## src/rtl/uart_pkg.sv

```systemverilog
// Encodings shared between the UART transmit and receive paths.
package uart_pkg;

  typedef enum logic [2:0] {
    IDLE   = 3'd0,
    START  = 3'd1,
    DATA   = 3'd2,
    PARITY = 3'd3,
    STOP   = 3'd4
  } uart_state_t;

  localparam logic PAR_EVEN = 1'b0;
  localparam logic PAR_ODD  = 1'b1;

endpackage

```

## src/rtl/uart_tx_serializer.sv

```systemverilog
// Shift register and data-bit counter for the UART transmitter.
module uart_tx_serializer
  import uart_pkg::*;
#(
  parameter int width = 8
) (
  input  logic             clk,
  input  logic             rst,
  input  logic             load,
  input  logic             shift_en,
  input  logic             cnt_en,
  input  logic [width-1:0] load_data,
  output logic             ser_data,
  output logic             ser_done
);

  localparam int CW = $clog2(width);
  localparam logic [CW-1:0] LAST = CW'(width - 1);

  logic [width-1:0] shreg;
  logic [CW-1:0]    bit_cnt;

  always_ff @(posedge clk or negedge rst) begin
    if (!rst) begin
      shreg   <= '0;
      bit_cnt <= '0;
    end else if (load) begin
      shreg   <= load_data;
      bit_cnt <= '0;
    end else begin
      if (shift_en) shreg <= shreg >> 1;
      // saturate on the last bit so the count never wraps inside a frame
      if (cnt_en && !ser_done) bit_cnt <= bit_cnt + CW'(1);
    end
  end

  assign ser_data = shreg[0];
  assign ser_done = (bit_cnt == LAST);

endmodule

```

## src/rtl/uart_tx.sv

```systemverilog
// UART transmitter: start bit, LSB-first data, optional parity, stop bit.
//   state  | meaning
//   IDLE   | line idle high, ready for a word
//   START  | start bit (low)
//   DATA   | data bits, LSB first
//   PARITY | parity bit
//   STOP   | stop bit; a new word may be accepted here
module uart_tx
  import uart_pkg::*;
#(
  parameter int width = 8
) (
  input  logic             clk,
  input  logic             rst,
  input  logic [width-1:0] P_DATA,
  input  logic             Data_Valid,
  input  logic             PAR_EN,
  input  logic             PAR_TYP,
  output logic             TX_OUT,
  output logic             Busy
);

  uart_state_t state, state_nxt;
  logic accept;
  logic par_en_q, par_bit_q;
  logic tx_nxt, busy_nxt;
  logic ser_data, ser_done;

  assign accept = Data_Valid && (state == IDLE || state == STOP);

  // The register starts shifting in START so that ser_data always holds
  // the bit for the next cycle, keeping TX_OUT a clean registered output.
  uart_tx_serializer #(.width(width)) u_ser (
    .clk       (clk),
    .rst       (rst),
    .load      (accept),
    .shift_en  (state == START || state == DATA),
    .cnt_en    (state == DATA),
    .load_data (P_DATA),
    .ser_data  (ser_data),
    .ser_done  (ser_done)
  );

  always_ff @(posedge clk or negedge rst) begin
    if (!rst) begin
      state     <= IDLE;
      TX_OUT    <= 1'b1;
      Busy      <= 1'b0;
      par_en_q  <= 1'b0;
      par_bit_q <= 1'b0;
    end else begin
      state  <= state_nxt;
      TX_OUT <= tx_nxt;
      Busy   <= busy_nxt;
      if (accept) begin
        par_en_q  <= PAR_EN;
        par_bit_q <= (^P_DATA) ^ PAR_TYP;
      end
    end
  end

  always_comb begin
    state_nxt = state;
    case (state)
      IDLE:    if (Data_Valid) state_nxt = START;
      START:   state_nxt = DATA;
      DATA:    if (ser_done) state_nxt = par_en_q ? PARITY : STOP;
      PARITY:  state_nxt = STOP;
      STOP:    state_nxt = Data_Valid ? START : IDLE;
      default: state_nxt = IDLE;
    endcase
  end

  always_comb begin
    tx_nxt   = 1'b1;
    busy_nxt = (state_nxt != IDLE);
    case (state_nxt)
      START:   tx_nxt = 1'b0;
      DATA:    tx_nxt = ser_data;
      PARITY:  tx_nxt = par_bit_q;
      default: tx_nxt = 1'b1;
    endcase
  end

endmodule

```

## config.mk

```make
export PLATFORM = sky130hd
export DESIGN_NAME = uart_tx
export DESIGN_NICKNAME = d
export VERILOG_FILES = /design/src/rtl/uart_pkg.sv /design/src/rtl/uart_tx_serializer.sv /design/src/rtl/uart_tx.sv
export SDC_FILE = /design/constraint.sdc
export NUM_CORES = 1
export LEC_CHECK = 0
export CORE_MARGIN = 5
export CORE_UTILIZATION = 50
export CTS_BUF_LIST = sky130_fd_sc_hd__clkbuf_4 sky130_fd_sc_hd__clkbuf_8 sky130_fd_sc_hd__clkbuf_16
export DETAILED_ROUTE_END_ITERATION = 16
export HOLD_SLACK_MARGIN = 0.05
export MAX_ROUTING_LAYER = met4
export PLACE_DENSITY = 0.8
export SLEW_MARGIN = 10
export SYNTH_ARGS = -nofsm -noshare
export SYNTH_HDL_FRONTEND = slang
export SYNTH_SLANG_ARGS = --single-unit
```

## constraint.sdc

```tcl
create_clock -name clk -period 2.1 [get_ports clk]
set_input_delay 0.21 -clock clk [delete_from_list [all_inputs] [get_ports clk]]
set_output_delay 0.21 -clock clk [all_outputs]
set_load 0.05 [all_outputs]
```

==> impl_results.md <==
- Top delay family on crit path: buffers and inverters
- Critical Path Start: TX_OUT
- Status: completed
- Largest family of logic cells by synthesized area: simple AND/OR/NAND/NOR gates
- Max Slew Vio Count: 0
- PD cells: ~1300 nW/um^2
- Sw Pwr: 552.2 uW
- Peak supply drop: 0.0006958 V
- Crit path required time: 1890 ps
- Largest net degree at the start of global routing: 19
- Final period utilization: 0.8597
- CP endpoint: TX_OUT
- R2r setup slk: 430 ps
- Worst hold slack: ~240 ps
- Antenna violations before repair: 0
- Post-Route WL: about 1500 um
- Hold buffers post-CTS: 0
- Post-CTS Setup Bufs: 0
- Post-cts resize count: 0
- Distinct cell type count after synthesis: 24
- Vias: 616
- Crit path buffers/inverters: 1
- N_diodes: 0
- Row count: 15
- Final Hold Vio Count: 0
- Kind of critical path: flip-flop to output port
- Seq/Total Area, Yosys: 0.5070
- Critical path depth in cells: 1
- Clk buf depth: 2
- Fin nets: approximately 110
- Layout cells sized above 1: 0.1327
- Clock Sinks: 18
- Crit. End Element: output port
- Area Overhead vs Synth: 24.72%
- WL per Instance: ~12 um
- Unrepaired setup endpoints after global routing: false
- Worst-skew pair later-pin latency: 280 ps
- Comb power frac: 0.457
- Critical Path Start Type: flip-flop
- Post-synth net total: 94
- Crit path cell chain: clkdlybuf4s50_1
- Lkg Pwr: 0.0004852 uW
- Syn avg cell area: around 11 um^2
- Clk pwr share: 0.127
- CP max FO: 1
- Crit-path slowest cell: clkdlybuf4s50_1
- First-pass DRT Iterations: 4
- Synth Area in Compound Gates: 0.08989
- Post-Synth XOR/XNOR Area: 0.09410
- Slew @ Worst Pin: slightly below 500 ps
- Vias in the first global route: 620
- Gate Count Post-Synth: 79
- Setup violations, final: 0
- Flop pwr share: 0.416
- Fmax achieved: approximately 0.55 GHz
- DIE HEIGHT: between 50 and 60 um
- Post-synthesis mux area share: 0.1264
- Slew headroom: 0.6721
- Root Buffer: clkbuf_4
- Yosys reg bits: 18
- Sw Ratio: 0.3743
- H-Tree Depth: 1
- Pint: between 900 and 1000 uW
- CTS Buf Count: 3
- Critical Path AT: 1600 ps
- Crit Reg-Reg Endpoint: Busy
- Post-synthesis simple-gate area fraction: 0.1447
- Global-route wire length before repair: roughly 2700 um
- Mapped cell area: ~900 um^2
- Starting Density: 0.5216
- Clk pin slew, worst setup/hold paths: ~100 ps
- Core Area: ~1700 um^2
- # DRC: 0
- R2R depth: 6
- GRT Overall Usage: 0.1408
- Grt total ovfl: 0
- DIE WIDTH: ~52 um
- Reg2reg start: u_ser.bit_cnt[0]
- Final ANT Viol Nets: 0
- Layout Skew: roughly 3.3 ps
- Max cap viols: 0
- RD Place Congestion: approximately 0.79
- Syn. warnings: 0
- Io pins: 15
- IO buf count: 14
- 1st-iter DRT viols: 6
- CTS tree: yes
- Post-route setup TNS: 0 ps
- Slowest stage delay, CP: a little under 800 ps
- Number of vias per cell: ~5.0
- Type of the most critical hold path: input port to asynchronous set/reset pin
- Adder-cell share of the synthesized area: 0.02809
- Detailed Place HPWL: 1171 um
- Die area: approximately 2700 um^2
- Minimum clock period: ~1800 ps
==> cells in the final DEF (no fill, tap or decap), drive strengths merged <==
cell	instances
a21oi	3
a31o	1
buf	3
clkbuf	4
clkdlybuf4s50	14
dfrtp	17
dfstp	1
ha	2
mux2	2
mux2i	9
nand2	8
nand2b	5
nand4b	1
nor2	6
nor2b	2
nor3	1
nor3b	1
o21ai	9
or3	1
xnor2	6
xnor3	1
xor2	1
==> cells in the mapped netlist <==
| library cell | n | area share |
|---|---|---|
| nor3_2 | 1 | 0.011 |
| a21oi_4 | 1 | 0.018 |
| or3_1 | 1 | 0.0070 |
| dfstp_2 | 1 | 0.029 |
| xor2_1 | 1 | 0.0098 |
| a31o_2 | 1 | 0.0098 |
| clkbuf_1 | 1 | 0.0042 |
| nand4b_1 | 1 | 0.0098 |
| mux2_1 | 1 | 0.013 |
| o21ai_1 | 8 | 0.045 |
| nor3b_1 | 1 | 0.0084 |
| mux2i_1 | 9 | 0.10 |
| ha_1 | 2 | 0.028 |
| nor2b_1 | 2 | 0.014 |
| mux2_2 | 1 | 0.013 |
| xnor3_1 | 1 | 0.025 |
| a21oi_1 | 2 | 0.011 |
| xnor2_1 | 6 | 0.059 |
| nor2_1 | 6 | 0.025 |
| o21ai_0 | 1 | 0.0056 |
| buf_2 | 1 | 0.0056 |
| nand2_1 | 8 | 0.034 |
| nand2b_1 | 5 | 0.035 |
| dfrtp_1 | 17 | 0.48 |
==> flip-flops by register name, summed over array words and instances (netlist names) <==
signal / flops
u_ser.bit_cnt: 3
TX_OUT: 1
par_en_q: 1
state: 3
u_ser.shreg: 8
par_bit_q: 1
Busy: 1
==> how the worst min path moves through the flow <==
stage,from,to,slack [ps],cells past startpoint
floorplan,rst,Busy,-90,0
global placement,par_bit_q,par_bit_q,500,1
detailed placement,par_bit_q,TX_OUT,500,1
CTS,rst,Busy,240,2
global route,rst,Busy,250,2
finish,rst,Busy,240,2
==> area by class of cell <==
cell class                      count  area, um^2
Sequential cell                    18       451.7
Fill cell                         131       596.8
Multi-Input combinational cell     59       435.4
Clock buffer                        4       30.03
Timing Repair Buffer               17       162.7
Tap cell                           25       31.28
==> per-layer routing <==
| metal | global-route usage | vias to the layer above | part of all wire |
|---|---|---|---|
| met1 | 0.1715 | 292 | 0.47 |
| met3 | 0.03704 | 2 | 0.047 |
| met2 | 0.2197 | 14 | 0.47 |
| li1 | - | 308 | - |
| met4 | 0.06383 | 0 | 0.011 |
| met5 | - | - | 0 |
==> power by group through the flow <==
stage / Combinational, uW / Clock (uW) / Sequential (uW)
2_1_floorplan: 449 / 0 / 666
3_3_place_gp: 654 / 0 / 615
3_5_place_dp: 677 / 0 / 622
4_1_cts: 680 / 196 / 614
5_1_grt: 741 / 218 / 640
6_report: 674 / 188 / 613
==> logic make-up (layout without fill, tap and decap cells) <==
family / after synthesis / count (layout)
multiplexers: 11 / 11
flip-flops: 18 / 18
AND/OR/NAND/NOR: 25 / 25
XOR/XNOR: 8 / 8
AO/OA/AOI/OAI: 13 / 13
buffers and inverters: 2 / 21
adder cells (fa/ha/maj): 2 / 2
==> per-stage QoR <==
| step | setup WS (ps) | power [uW] | cell area (um^2) | util | instances |
|---|---|---|---|---|---|
| floorplan | 585.3 | 1114 | 890.9 | - | 79 |
| CTS | 277.1 | 1491 | 1111 | 0.6505 | 123 |
| detailed placement | 335.0 | 1300 | 1081 | 0.6330 | 119 |
| global placement | 359.7 | 1269 | 1081 | 0.6330 | 119 |
| finish | 294.5 | 1475 | 1111 | 0.6505 | 123 |
| global route | 243.8 | 1599 | 1111 | 0.6505 | 123 |
(Power assumes the default switching activity.)
